[src/rtl/regfile_write_arbiter_pkg.sv]
// Shared sizing defaults and the requester-index type for the register-file write arbiter.
package regfile_write_arbiter_pkg;

  localparam int NREQ_DEF = 3;
  localparam int AW_DEF   = 3;
  localparam int DW_DEF   = 16;

  typedef logic [1:0] req_idx_t;

  // Round-robin successor of a requester index, wrapping at n.
  function automatic req_idx_t next_idx(input req_idx_t idx, input int n);
    return (int'(idx) == n - 1) ? req_idx_t'(0) : idx + req_idx_t'(1);
  endfunction

endpackage

[src/rtl/regfile_write_arbiter_if.sv]
// Write-request bus between the requesters (master) and the arbiter (slave).
interface regfile_write_arbiter_if
  import regfile_write_arbiter_pkg::*;
#(
  parameter int NREQ = NREQ_DEF,
  parameter int AW   = AW_DEF,
  parameter int DW   = DW_DEF
);

  logic [NREQ-1:0]    req_valid;
  logic [NREQ-1:0]    req_ready;
  logic [NREQ*AW-1:0] req_addr;
  logic [NREQ*DW-1:0] req_data;

  modport master (output req_valid, output req_addr, output req_data, input req_ready);
  modport slave  (input req_valid, input req_addr, input req_data, output req_ready);

endinterface

[src/rtl/regfile_write_arbiter_rr_pick.sv]
// Combinational round-robin search: first valid requester at or after ptr, wrapping.
module rr_pick
  import regfile_write_arbiter_pkg::*;
#(
  parameter int NREQ = NREQ_DEF
) (
  input  logic [NREQ-1:0] valid_i,
  input  req_idx_t        ptr_i,
  output logic [NREQ-1:0] grant_o,
  output req_idx_t        idx_o,
  output logic            any_o
);

  int j;

  // Scan from the farthest offset back to ptr so the nearest valid requester overwrites the rest.
  always_comb begin
    grant_o = '0;
    idx_o   = '0;
    any_o   = 1'b0;
    j       = 0;
    for (int k = NREQ - 1; k >= 0; k--) begin
      j = (int'(ptr_i) + k) % NREQ;
      if (valid_i[j]) begin
        grant_o    = '0;
        grant_o[j] = 1'b1;
        idx_o      = req_idx_t'(j);
        any_o      = 1'b1;
      end
    end
  end

endmodule

[src/rtl/regfile_write_arbiter.sv]
// Round-robin arbiter selecting one register-file write per cycle from NREQ requesters.
module regfile_write_arbiter
  import regfile_write_arbiter_pkg::*;
#(
  parameter int NREQ = NREQ_DEF,
  parameter int AW   = AW_DEF,
  parameter int DW   = DW_DEF
) (
  input  logic                          clk,
  input  logic                          rst,
  input  logic                          stall,
  regfile_write_arbiter_if.slave        req_if,
  output logic                          reg_write,
  output logic [AW-1:0]                 write_reg,
  output logic [DW-1:0]                 write_data,
  output req_idx_t                      grant_id
);

  req_idx_t        ptr_q, ptr_d;
  req_idx_t        win_idx;
  logic [NREQ-1:0] pick_onehot;
  logic            pick_any;
  logic            xfer;

  logic            reg_write_q, reg_write_d;
  logic [AW-1:0]   write_reg_q, write_reg_d;
  logic [DW-1:0]   write_data_q, write_data_d;
  req_idx_t        grant_id_q, grant_id_d;

  rr_pick #(.NREQ(NREQ)) u_rr_pick (
    .valid_i (req_if.req_valid),
    .ptr_i   (ptr_q),
    .grant_o (pick_onehot),
    .idx_o   (win_idx),
    .any_o   (pick_any)
  );

  // A registered write already on the outputs is unaffected by stall; stall only blocks new grants.
  assign xfer             = pick_any & ~stall & ~rst;
  assign req_if.req_ready = xfer ? pick_onehot : '0;

  always_comb begin
    ptr_d        = ptr_q;
    reg_write_d  = 1'b0;
    write_reg_d  = write_reg_q;
    write_data_d = write_data_q;
    grant_id_d   = grant_id_q;
    if (xfer) begin
      ptr_d        = next_idx(win_idx, NREQ);
      reg_write_d  = 1'b1;
      write_reg_d  = req_if.req_addr[int'(win_idx)*AW +: AW];
      write_data_d = req_if.req_data[int'(win_idx)*DW +: DW];
      grant_id_d   = win_idx;
    end
  end

  always_ff @(posedge clk) begin
    if (rst) begin
      ptr_q        <= '0;
      reg_write_q  <= 1'b0;
      write_reg_q  <= '0;
      write_data_q <= '0;
      grant_id_q   <= '0;
    end else begin
      ptr_q        <= ptr_d;
      reg_write_q  <= reg_write_d;
      write_reg_q  <= write_reg_d;
      write_data_q <= write_data_d;
      grant_id_q   <= grant_id_d;
    end
  end

  assign reg_write  = reg_write_q;
  assign write_reg  = write_reg_q;
  assign write_data = write_data_q;
  assign grant_id   = grant_id_q;

endmodule

[src/flat_wrapper.sv]
// flat-port wrapper written by rule: the top's interface ports become plain ports
module regfile_write_arbiter_flat import regfile_write_arbiter_pkg::*;
#(
  parameter int NREQ = NREQ_DEF,
  parameter int AW   = AW_DEF,
  parameter int DW   = DW_DEF
)
  (clk, rst, stall, reg_write, write_reg, write_data, grant_id, req_if_req_valid, req_if_req_addr, req_if_req_data, req_if_req_ready);
  regfile_write_arbiter_if #(.NREQ(NREQ), .AW(AW), .DW(DW)) req_if_i ();
  input  logic clk;
  input  logic rst;
  input  logic stall;
  output logic reg_write;
  output logic [AW-1:0] write_reg;
  output logic [DW-1:0] write_data;
  output req_idx_t grant_id;
  input wire logic [$bits(req_if_i.req_valid)-1:0] req_if_req_valid;
  input wire logic [$bits(req_if_i.req_addr)-1:0] req_if_req_addr;
  input wire logic [$bits(req_if_i.req_data)-1:0] req_if_req_data;
  output wire logic [$bits(req_if_i.req_ready)-1:0] req_if_req_ready;
  assign req_if_i.req_valid = req_if_req_valid;
  assign req_if_i.req_addr = req_if_req_addr;
  assign req_if_i.req_data = req_if_req_data;
  assign req_if_req_ready = req_if_i.req_ready;
  regfile_write_arbiter #(.NREQ(NREQ), .AW(AW), .DW(DW)) u_core (.clk(clk), .rst(rst), .stall(stall), .req_if(req_if_i), .reg_write(reg_write), .write_reg(write_reg), .write_data(write_data), .grant_id(grant_id));
endmodule
[config.mk]
export PLATFORM = sky130hd
export DESIGN_NAME = regfile_write_arbiter_flat
export DESIGN_NICKNAME = d
export VERILOG_FILES = /design/src/rtl/regfile_write_arbiter_pkg.sv /design/src/rtl/regfile_write_arbiter_if.sv /design/src/rtl/regfile_write_arbiter_rr_pick.sv /design/src/rtl/regfile_write_arbiter.sv /design/src/flat_wrapper.sv
export SDC_FILE = /design/constraint.sdc
export NUM_CORES = 1
export LEC_CHECK = 0
export BUFFER_PORTS_ARGS = -buffer_cell sky130_fd_sc_hd__buf_4
export CAP_MARGIN = 20
export CORE_MARGIN = 3
export CORE_UTILIZATION = 42
export CTS_BUF_LIST = sky130_fd_sc_hd__clkbuf_4
export DETAILED_ROUTE_END_ITERATION = 8
export GPL_TIMING_DRIVEN = 0
export PLACE_DENSITY = 0.76
export SETUP_SLACK_MARGIN = 0.2
export SYNTH_ARGS = -nofsm -noshare
export SYNTH_HDL_FRONTEND = slang
export SYNTH_HIERARCHICAL = 1
export SYNTH_SLANG_ARGS = --single-unit
[constraint.sdc]
create_clock -name clk -period 2.5 [get_ports clk]
set_input_delay 0.125 -clock clk [delete_from_list [all_inputs] [get_ports clk]]
set_output_delay 0.125 -clock clk [all_outputs]
set_load 0.005 [all_outputs]
; Word level (Yosys, flattened, before mapping)
; Cells that the tools add are included.
[word_totals]
mem_bits_ro = 0
output_inout_bits = 25
elab_cells = 55
ramBits = 0
input_bits = 63
register_bits = 24
latch_bits = 0
n_memories = 0
[classes]
div_mod_pow = 3
order_cmp = 6
n_bitwise = 4
mux = 27
shift = 2
add_sub_neg = 3
n_eq_ne = 1
n_mul = 1
n_reduce_logical = 3
[op_table]
columns = operator, n
row1 = "32-bit by 1-bit greater-or-equal comparator with 1-bit output, second input constant", 3
row2 = "32-bit by 4-bit less-than comparator with 1-bit output, second input constant", 3
row3 = "32-bit by 3-bit modulo with 32-bit output, second input constant", 2
row4 = 48-bit by 7-bit variable part select with 16-bit output, 1
row5 = "3-bit by 3-bit modulo with 32-bit output, second input constant", 1
row6 = 9-bit by 32-bit variable part select with 3-bit output, 1
row7 = 1-bit 2-to-1 mux, 13
row8 = 3-bit 2-to-1 mux, 4
row9 = 2-bit 2-to-1 mux, 4
row10 = 1-bit binary-select mux with 2-bit select, 3
row11 = 1-bit demux with 2-bit select, 3
row12 = "2-bit by 2-bit multiplier with 4-bit output, second input constant", 1
row13 = "2-bit by 1-bit adder with 3-bit output, second input constant", 1
row14 = "2-bit by 2-bit adder with 3-bit output, second input constant", 1
row15 = 1-bit logical AND, 3
row16 = "2-bit by 1-bit adder with 2-bit output, second input constant", 1
row17 = 1-bit AND, 2
row18 = "2-bit == test, second input constant", 1
row19 = 1-bit inverter, 2

; Longest topological paths before layout
; Gate-level depths: netlist of run 1.
[depth]
word_depth = 11
depth_mapped = 13
depth_no_buf = 9

; Hierarchy
; Netlist of run 1, hierarchy kept.
[modules_own_cells]
columns = module, instances, area_each_um2, cells_per_inst, seq_area_each_um2
row1 = regfile_write_arbiter, 1, 1288.7, 131, 480.5
row2 = rr_pick, 1, 345.3, 45, 0.0

; Worst setup path before layout of run 1
; Ideal clock, no wire load.
[synth_path]
path_kind = register -> register
from = reg u_core.ptr_q[0]
to = reg u_core.write_data_q[15] (netlist: u_core/write_data[15])
t_required_ps = 2386
path_stages_with_launch = 13
period_less_slack_ps = 2249
setup_ps = 114
n_path_buf = 3
arrival_ps = 2135
path_slack_ps = 251
path_cell_list = dfxtp_1 inv_1 ha_1 buf_2 nor2b_1 o211ai_1 a2bb2oi_1 o22ai_1 nor2b_1 buf_4 buf_6 o2bb2ai_1 a21o_1
[synth_via]
elab_cells_between_ends = 23
classes_between = add/sub (2) / div (3) / shift (1) / mux (15) / bitwise (2)
[synth_lines]
columns = item, line_no
row1 = from (decl), regfile_write_arbiter.sv:19  ; req_idx_t ptr_q, ptr_d;
row2 = from (signal assigned), regfile_write_arbiter.sv:65  ; ptr_q <= ptr_d;
row3 = 2-bit by 2-bit adder with 3-bit output, regfile_write_arbiter_rr_pick.sv:23  ; j = (int'(ptr_i) + k) % NREQ;
row4 = 32-bit by 3-bit modulo with 32-bit output, regfile_write_arbiter_rr_pick.sv:23
row5 = 1-bit binary-select mux with 2-bit select, regfile_write_arbiter_rr_pick.sv:24  ; if (valid_i[j]) begin
row6 = 1-bit 2-to-1 mux (implied by the code) (2 in a row), regfile_write_arbiter_rr_pick.sv:24
row7 = 2-bit 2-to-1 mux (2 in a row), regfile_write_arbiter_rr_pick.sv:24
row8 = 2-bit 2-to-1 mux (*), regfile_write_arbiter_rr_pick.sv:24
row9 = net u_core.win_idx[1], regfile_write_arbiter.sv:20  ; req_idx_t win_idx;
row10 = 48-bit by 7-bit variable part select with 16-bit output (*), regfile_write_arbiter.sv:52  ; write_data_d = req_if.req_data[int'(win_idx)*DW +: DW];
row11 = to (signal assigned), regfile_write_arbiter.sv:68  ; write_data_q <= write_data_d;
row12 = to (decl), regfile_write_arbiter.sv:27  ; logic [DW-1:0] write_data_q, write_data_d;
; The timed path passes the listed nets; every way through them passes the cells marked *. The select of a mux whose other input is x is not followed.
; A chain may end at the register's enable or synchronous reset.

; Final worst setup path of run 1
[layout_path]
from = reg u_core.ptr_q[1]
to = reg u_core.write_reg_q[0] (netlist: u_core/write_reg[0])
[layout_via]
elab_chain_cells = 10
elab_cells_between_ends = 24
classes_between = add/sub (2) / mul (1) / div (3) / shift (1) / mux (15) / bitwise (2)
[layout_lines]
columns = item, line_no
row1 = 2-bit by 2-bit adder with 3-bit output, regfile_write_arbiter_rr_pick.sv:23
row2 = 32-bit by 3-bit modulo with 32-bit output, regfile_write_arbiter_rr_pick.sv:23
row3 = 1-bit binary-select mux with 2-bit select, regfile_write_arbiter_rr_pick.sv:24
row4 = 1-bit 2-to-1 mux (implied by the code) (2 in a row), regfile_write_arbiter_rr_pick.sv:24
row5 = 2-bit 2-to-1 mux (2 in a row), regfile_write_arbiter_rr_pick.sv:24
row6 = 2-bit 2-to-1 mux (*), regfile_write_arbiter_rr_pick.sv:24
row7 = net u_core.win_idx[0], regfile_write_arbiter.sv:20
row8 = 2-bit by 2-bit multiplier with 4-bit output (*), regfile_write_arbiter.sv:51  ; write_reg_d = req_if.req_addr[int'(win_idx)*AW +: AW];
row9 = 9-bit by 32-bit variable part select with 3-bit output (*), regfile_write_arbiter.sv:51
row10 = to (signal assigned), regfile_write_arbiter.sv:67  ; write_reg_q <= write_reg_d;
row11 = to (decl), regfile_write_arbiter.sv:26  ; logic [AW-1:0] write_reg_q, write_reg_d;
; Marked as above.

==> impl_metrics.tcl, run 1 <==
set metrics [dict create \
    status "finished, final reports clean" \
    synth_top_family_by_area "compound AO/OA/AOI/OAI gates" \
    finalSetupTns_ns 0 \
    r2r_slack_ns 0.16 \
    min_to "u_core/write_data[9]" \
    synth-seq-cells 24 \
    finalPower_uw 1345 \
    crit_buf_inv 4 \
    io_pins 88 \
    syn_to_final_growth_pct 70.67 \
    hold_viol_final 0 \
    cts_root_buf "clkbuf_4" \
    grt-ovfl-total 0 \
    rsz0062_at_grt "yes" \
    antenna_cells 0 \
    p_per_area_mw_per_mm2 482.3 \
    start_util 0.4397 \
    max_freq_mhz 427.0 \
    yosys.area_share.xor_xnor 0 \
    min_path_cells 3 \
    critPathLaunch "u_core/ptr_q[1]" \
    p_leak_uw 0.001289 \
    critPathCaptureType "flop" \
    period_needed_ns 2.342 \
    fin_worst_skew_ns 0.005816 \
    clock_path_buffers 2 \
    cpMostUsedCell "buf_6" \
    r2r-end "u_core/write_reg[0]" \
    die_h_um 68.38 \
    cp_top_family "compound AO/OA/AOI/OAI gates" \
    cp_num_cells 12 \
    synth.area.mux_share 0.1616 \
    worst_pin_slew_ns 0.4624 \
    drive_gt1_frac 0.5521 \
    routed_wl_mm 4.986 \
    synthAdderAreaFrac 0.03063 \
    reg2reg_from "u_core/ptr_q[1]" \
    yosysWarnings 6 \
    rows 22 \
    cts.sinks 24 \
    fin_util 0.7505 \
    wl_per_cell_um 14.84 \
    die_area_sq_mm 0.004675 \
    path_cells "inv_4 > ha_4 > buf_6 > mux2i_4 > o22ai_2 > a21oi_2 > a31o_1 > buf_6 > clkbuf_16 > mux2i_1 > a2bb2oi_1 > a211oi_1" \
    worstSetupPathType "flop to flop" \
    firstDrtPassIters 4 \
    syn_inst 176 \
    ys_seq_area_frac 0.2940 \
    grt_max_degree 14 \
    grt_pass1_wl_mm 7.210 \
    drtIter0Drc 41 \
    maxCapViolations 0 \
    clock_latency_ns 0.32 \
    cp_slowest_cell "dfxtp_4" \
    worstPathRequired_ns 2.70 \
    final_cell_mix "buf_4 (103), dfxtp_1 (22), mux2i_1 (15)" \
    hold_ws_ns 0.09105 \
    cts_tree "yes" \
    r2r_cells 12 \
    setup_slack_ns 0.1583 \
    path_clk_slew_ns 0.13 \
    syn-mean-instance-area_sq_um 9.284 \
    worstHoldStart "req_if_req_data[41]" \
    synthSimpleGateAreaFrac 0.1508 \
    crit_fanout 6 \
    ctsHtreeMaxLevel 1 \
    grt_pass1_vias 1615 \
    io_buffers 87 \
    critPathLaunchType "flop" \
    place_congestion 0.8249 \
    hp-class "input port to flop" \
    antenna_found_initial 0 \
    ir_drop_uv 243.1 \
    vias 1795 \
    critical_path_arrival_ns 2.54 \
    largest_register_ffs 16 \
    ant_nets 0 \
    setup_violations 0 \
    final_common_cell "buf_4" \
    finish.net_count 356 \
    grt_usage 0.2049 \
    core_area_sq_mm 0.003716 \
    synth_compound_area_frac 0.2779 \
    maxSlewViolCount 0 \
    post-place-ws_ns -0.03390 \
    cp_slowest_stage_delay_ns 0.39 \
    syn-cell-area_sq_mm 0.001634 \
    post_drt_via_cell_ratio 5.342 \
    timing.final.crit_share 0.9367 \
    drc 0 \
    hpwl_mm 3.323 \
    die_w_um 68.38 \
    cts_hold_buf 0 \
    post_synth_num_cell_types 34 \
    slew_headroom 0.6918 \
    cts-buffers-inserted 3 \
    syn-num-nets 243 \
]
==> metrics by stage <==
| stage | std cells | area (sq um) |
|---|---|---|
| 2_1_floorplan | 176 | 1634 |
| 4_1_cts | 332 | 2582 |
| 5_1_grt | 336 | 2789 |
| 3_3_place_gp | 311 | 2347 |
| 6_report | 336 | 2789 |
| 3_5_place_dp | 311 | 2347 |
==> where the power goes <==
| group | switching (uW) | internal (uW) |
|---|---|---|
| Combinational | 295 | 423 |
| Clock | 116 | 58.5 |
| Sequential | 24.5 | 428 |
| Total | 436 | 909 |
==> cell usage after synthesis <==
| master | instances | area (sq um) |
|---|---|---|
| a211oi_1 | 9 | 67.56 |
| a21o_1 | 10 | 75.07 |
| a21oi_1 | 2 | 10.01 |
| a21oi_2 | 1 | 8.760 |
| a221oi_1 | 1 | 8.760 |
| a2bb2oi_1 | 10 | 87.58 |
| a31o_1 | 2 | 17.52 |
| a32o_1 | 1 | 10.01 |
| a32oi_1 | 1 | 8.760 |
| and2_1 | 3 | 18.77 |
| buf_2 | 3 | 15.01 |
| buf_4 | 7 | 52.55 |
| buf_6 | 2 | 22.52 |
| buf_8 | 1 | 15.01 |
| clkbuf_1 | 4 | 15.01 |
| dfxtp_1 | 24 | 480.5 |
| ha_1 | 4 | 50.05 |
| inv_1 | 5 | 18.77 |
| mux2_2 | 1 | 11.26 |
| mux2i_1 | 23 | 230.2 |
| mux2i_4 | 1 | 22.52 |
| nand2_1 | 4 | 15.01 |
| nand2b_1 | 4 | 25.02 |
| nand3b_1 | 2 | 15.01 |
| nor2_1 | 14 | 52.55 |
| nor2b_1 | 4 | 25.02 |
| nor3b_1 | 11 | 82.58 |
| nor3b_2 | 1 | 12.51 |
| o211ai_1 | 1 | 7.510 |
| o21ai_0 | 2 | 10.01 |
| o21ai_1 | 3 | 15.01 |
| o22ai_1 | 3 | 18.77 |
| o22ai_2 | 1 | 12.51 |
| o2bb2ai_1 | 11 | 96.34 |
==> per-layer routing <==
metal  up-vias  part of all wire  track usage
met5         -                 0            0
met4         0            0.0092      0.05211
li1        883                 -            -
met3         4             0.077      0.06732
met2        61              0.49       0.3454
met1       847              0.42       0.2495
==> how the worst max path moves through the flow <==
stage	end
after floorplan	u_core/write_data[15]
after global placement	u_core/write_data[13]
after detailed placement	u_core/write_data[13]
after CTS	req_if_req_ready[2]
after global routing	u_core/write_reg[0]
final	u_core/write_reg[0]
==> what timing repair did <==
action                                  4_1_cts  5_1_grt
setup buffers                                16        3
pin swaps                                     9       22
endpoints found under the setup margin       25       25
endpoints found under the hold margin         0        0
cloned                                        1        1
gates resized for setup                      25       38
==> cell families (layout without fill, tap and decap cells) <==
| kind of cell | count (synthesis) | after routing |
|---|---|---|
| AO/OA/AOI/OAI | 58 | 58 |
| AND/OR/NAND/NOR | 43 | 43 |
| multiplexers | 25 | 25 |
| flip-flops | 24 | 24 |
| buffers and inverters | 22 | 134 |
| adder cells (fa/ha/maj) | 4 | 4 |
==> worst reg2reg max path: cells and delay by family (launching register included) <==
kind | cells | cell delay, ns
AO/OA/AOI/OAI | 5 | 0.75
buffers and inverters | 4 | 0.52
multiplexers | 2 | 0.46
flip-flops | 1 | 0.39
adder cells (fa/ha/maj) | 1 | 0.13
==> area by class of cell <==
class / count / area [sq um]
Buffer: 17 / 168.9
Clock buffer: 3 / 22.52
Clock inverter: 1 / 3.754
Fill cell: 297 / 927.1
Inverter: 5 / 23.77
Multi-Input combinational cell: 130 / 1167
Sequential cell: 24 / 488.0
Tap cell: 48 / 60.06
Timing Repair Buffer: 108 / 854.6
Power figures use the tool's default switching activity.
==> inputs of run 2 (changes only) <==
- SETUP_SLACK_MARGIN: 0.2 -> 0.3
==> run 2 against run 1 <==
Effect of this change: global-route usage grew 0.67 points; worst hold slack better by 0.0054 ns; routed wire length is 26% higher; sequential cell count is the same; via count rose by 7.6%; die area unchanged; register-to-register slack worse by 0.03 ns; largest power group unchanged.
==> impl_metrics.tcl, run 2 (synthesis gave the netlist of run 1 again) <==
set metrics [dict create \
    met1_length_mm 2.415 \
    multi_input_area_sq_mm 0.001354 \
    worstPathRequired_ns 2.77 \
    rows 22 \
    start_util 0.4397 \
    critPathLaunchType "flop" \
    drive_gt1_frac 0.6438 \
    finalPower_uw 1511 \
    cts_root_buf "clkbuf_4" \
    p_per_area_mw_per_mm2 483.2 \
    path_cells "inv_4 > ha_4 > buf_6 > mux2i_4 > o22ai_2 > a21oi_2 > nand3b_1 > nor3b_4 > buf_4 > buf_6 > clkbuf_16 > nor3b_1 > a21o_1" \
    grt-ovfl-total 0 \
    hold_viol_final 0 \
    final_cell_mix "buf_4 (102), dfxtp_1 (22), nor2_1 (14)" \
    critical_path_arrival_ns 2.65 \
    die_h_um 68.38 \
    largest_register_ffs 16 \
    slew_headroom 0.6004 \
    setup_violations 0 \
    final_common_cell "buf_4" \
    cts-buffers-inserted 3 \
    grt_usage 0.2116 \
    io_buffers 87 \
    ctsHtreeMaxLevel 1 \
    die_w_um 68.38 \
    grt_max_degree 13 \
    routed_wl_mm 6.286 \
    hp-class "input port to flop" \
    cp_slowest_cell "dfxtp_4" \
    min_to "u_core/write_data[9]" \
    post_drt_via_cell_ratio 5.682 \
    critPathCaptureType "flop" \
    instances_no_fill 340 \
    antenna_found_initial 0 \
    drc 0 \
    max_freq_mhz 421.5 \
    period_needed_ns 2.372 \
    regArea_sq_um 488.0 \
    wl_per_cell_um 18.49 \
    wl_met2_mm 3.243 \
    firstDrtPassIters 4 \
    timing.final.crit_share 0.9489 \
    grt_pass1_vias 1667 \
    io_pins 88 \
    antenna_cells 0 \
    wl_met3_um 482 \
    cts_tree "yes" \
    core_area_sq_mm 0.003716 \
    ir_drop_uv 281.5 \
    fin_worst_skew_ns 0.01015 \
    hpwl_mm 3.371 \
    syn_to_final_growth_pct 91.42 \
    vias 1932 \
    rsz0062_at_grt "yes" \
    r2r_cells 13 \
    min_path_cells 3 \
    worstHoldStart "req_if_req_data[41]" \
    ant_nets 0 \
    maxUsedRoutingLayer "met4" \
    r2r_slack_ns 0.13 \
    cpMostUsedCell "buf_6" \
    finalSetupTns_ns 0 \
    grt_pass1_wl_mm 7.479 \
    nFillCells 222 \
    reg2reg_from "u_core/ptr_q[1]" \
    die_area_sq_mm 0.004675 \
    r2r-end "u_core/write_data[6]" \
    clock_latency_ns 0.33 \
    path_clk_slew_ns 0.13 \
    p_leak_uw 0.001408 \
    maxCapViolations 0 \
    worst_pin_slew_ns 0.5993 \
    maxSlewViolCount 0 \
    status "finished, final reports clean" \
    worstSetupPathType "flop to flop" \
    crit_fanout 5 \
    dp.cells 311 \
    place_congestion 0.8204 \
    clock_path_buffers 2 \
    cp_slowest_stage_delay_ns 0.39 \
    drtIter0Drc 125 \
    finish.net_count 361 \
    cts.sinks 24 \
]
## run 2: cell types whose count changed in the layout (fill, tap and decap cells not counted), sizes merged
| cell | before | now |
|---|---|---|
| clkbuf | 8 | 11 |
| buf | 120 | 122 |
| clkinv | 1 | 0 |
## run 2: worst max-delay path by stage
| stage | startpoint | endpoint | cells after the start |
|---|---|---|---|
| 2_1_floorplan | u_core/ptr_q[0] | u_core/write_data[15] | 12 |
| 3_3_place_gp | u_core/ptr_q[1] | u_core/write_data[14] | 12 |
| 3_5_place_dp | u_core/ptr_q[1] | u_core/write_data[14] | 12 |
| 4_1_cts | u_core/ptr_q[1] | req_if_req_ready[0] | 11 |
| 5_1_grt | u_core/ptr_q[0] | req_if_req_ready[0] | 10 |
| 6_report | u_core/ptr_q[1] | u_core/write_data[6] | 13 |
## run 2: repair_timing
action	in CTS	in global routing
setup buffers	14	5
endpoints found under the hold margin	0	0
pin swaps	18	23
endpoints found under the setup margin	25	26
hold buffers	0	0
cloned	1	6
resized for setup	40	55
## run 2: report_power, final
part,internal [uW],switching [uW],total (uW)
Clock,56.6,122,179
Sequential,428,27.3,455
Combinational,512,365,877
## run 2: metal layers
metal  up-vias  global-route usage
li1        890                   -
met2        91              0.3622
met3        13             0.07061
met1       938              0.2500
met5         -                   0
met4         0             0.05955
## run 2: cell type report
| class | count | area share |
|---|---|---|
| Buffer | 17 | 0.06120 |
| Inverter | 5 | 0.007600 |
| Sequential cell | 24 | 0.1560 |
| Multi-Input combinational cell | 130 | 0.4328 |
| Tap cell | 48 | 0.01920 |
| Clock buffer | 3 | 0.007200 |
| Timing Repair Buffer | 113 | 0.3160 |
## run 2: through the flow
step	hold slack (ns)	util	setup slack (ns)	instance area (sq um)
after floorplan	0.2917	-	0.3040	1662
after global placement	0.4283	0.6391	0.07407	2375
after detailed placement	0.4368	0.6391	0.05546	2375
after CTS	0.09576	0.7236	0.2476	2689
after global routing	0.09384	0.8418	0.01852	3128
final	0.09641	0.8418	0.1278	3128
## run 2: critical path: cells and delay by family, from the launching register on
| kind | cells | cell delay [ns] |
|---|---|---|
| buffers and inverters | 5 | 0.59 |
| DFF | 1 | 0.39 |
| and+or+nand+nor | 3 | 0.56 |
| AOI/OAI and AO/OA | 3 | 0.40 |
| muxes | 1 | 0.24 |
| adders and majority gates | 1 | 0.12 |
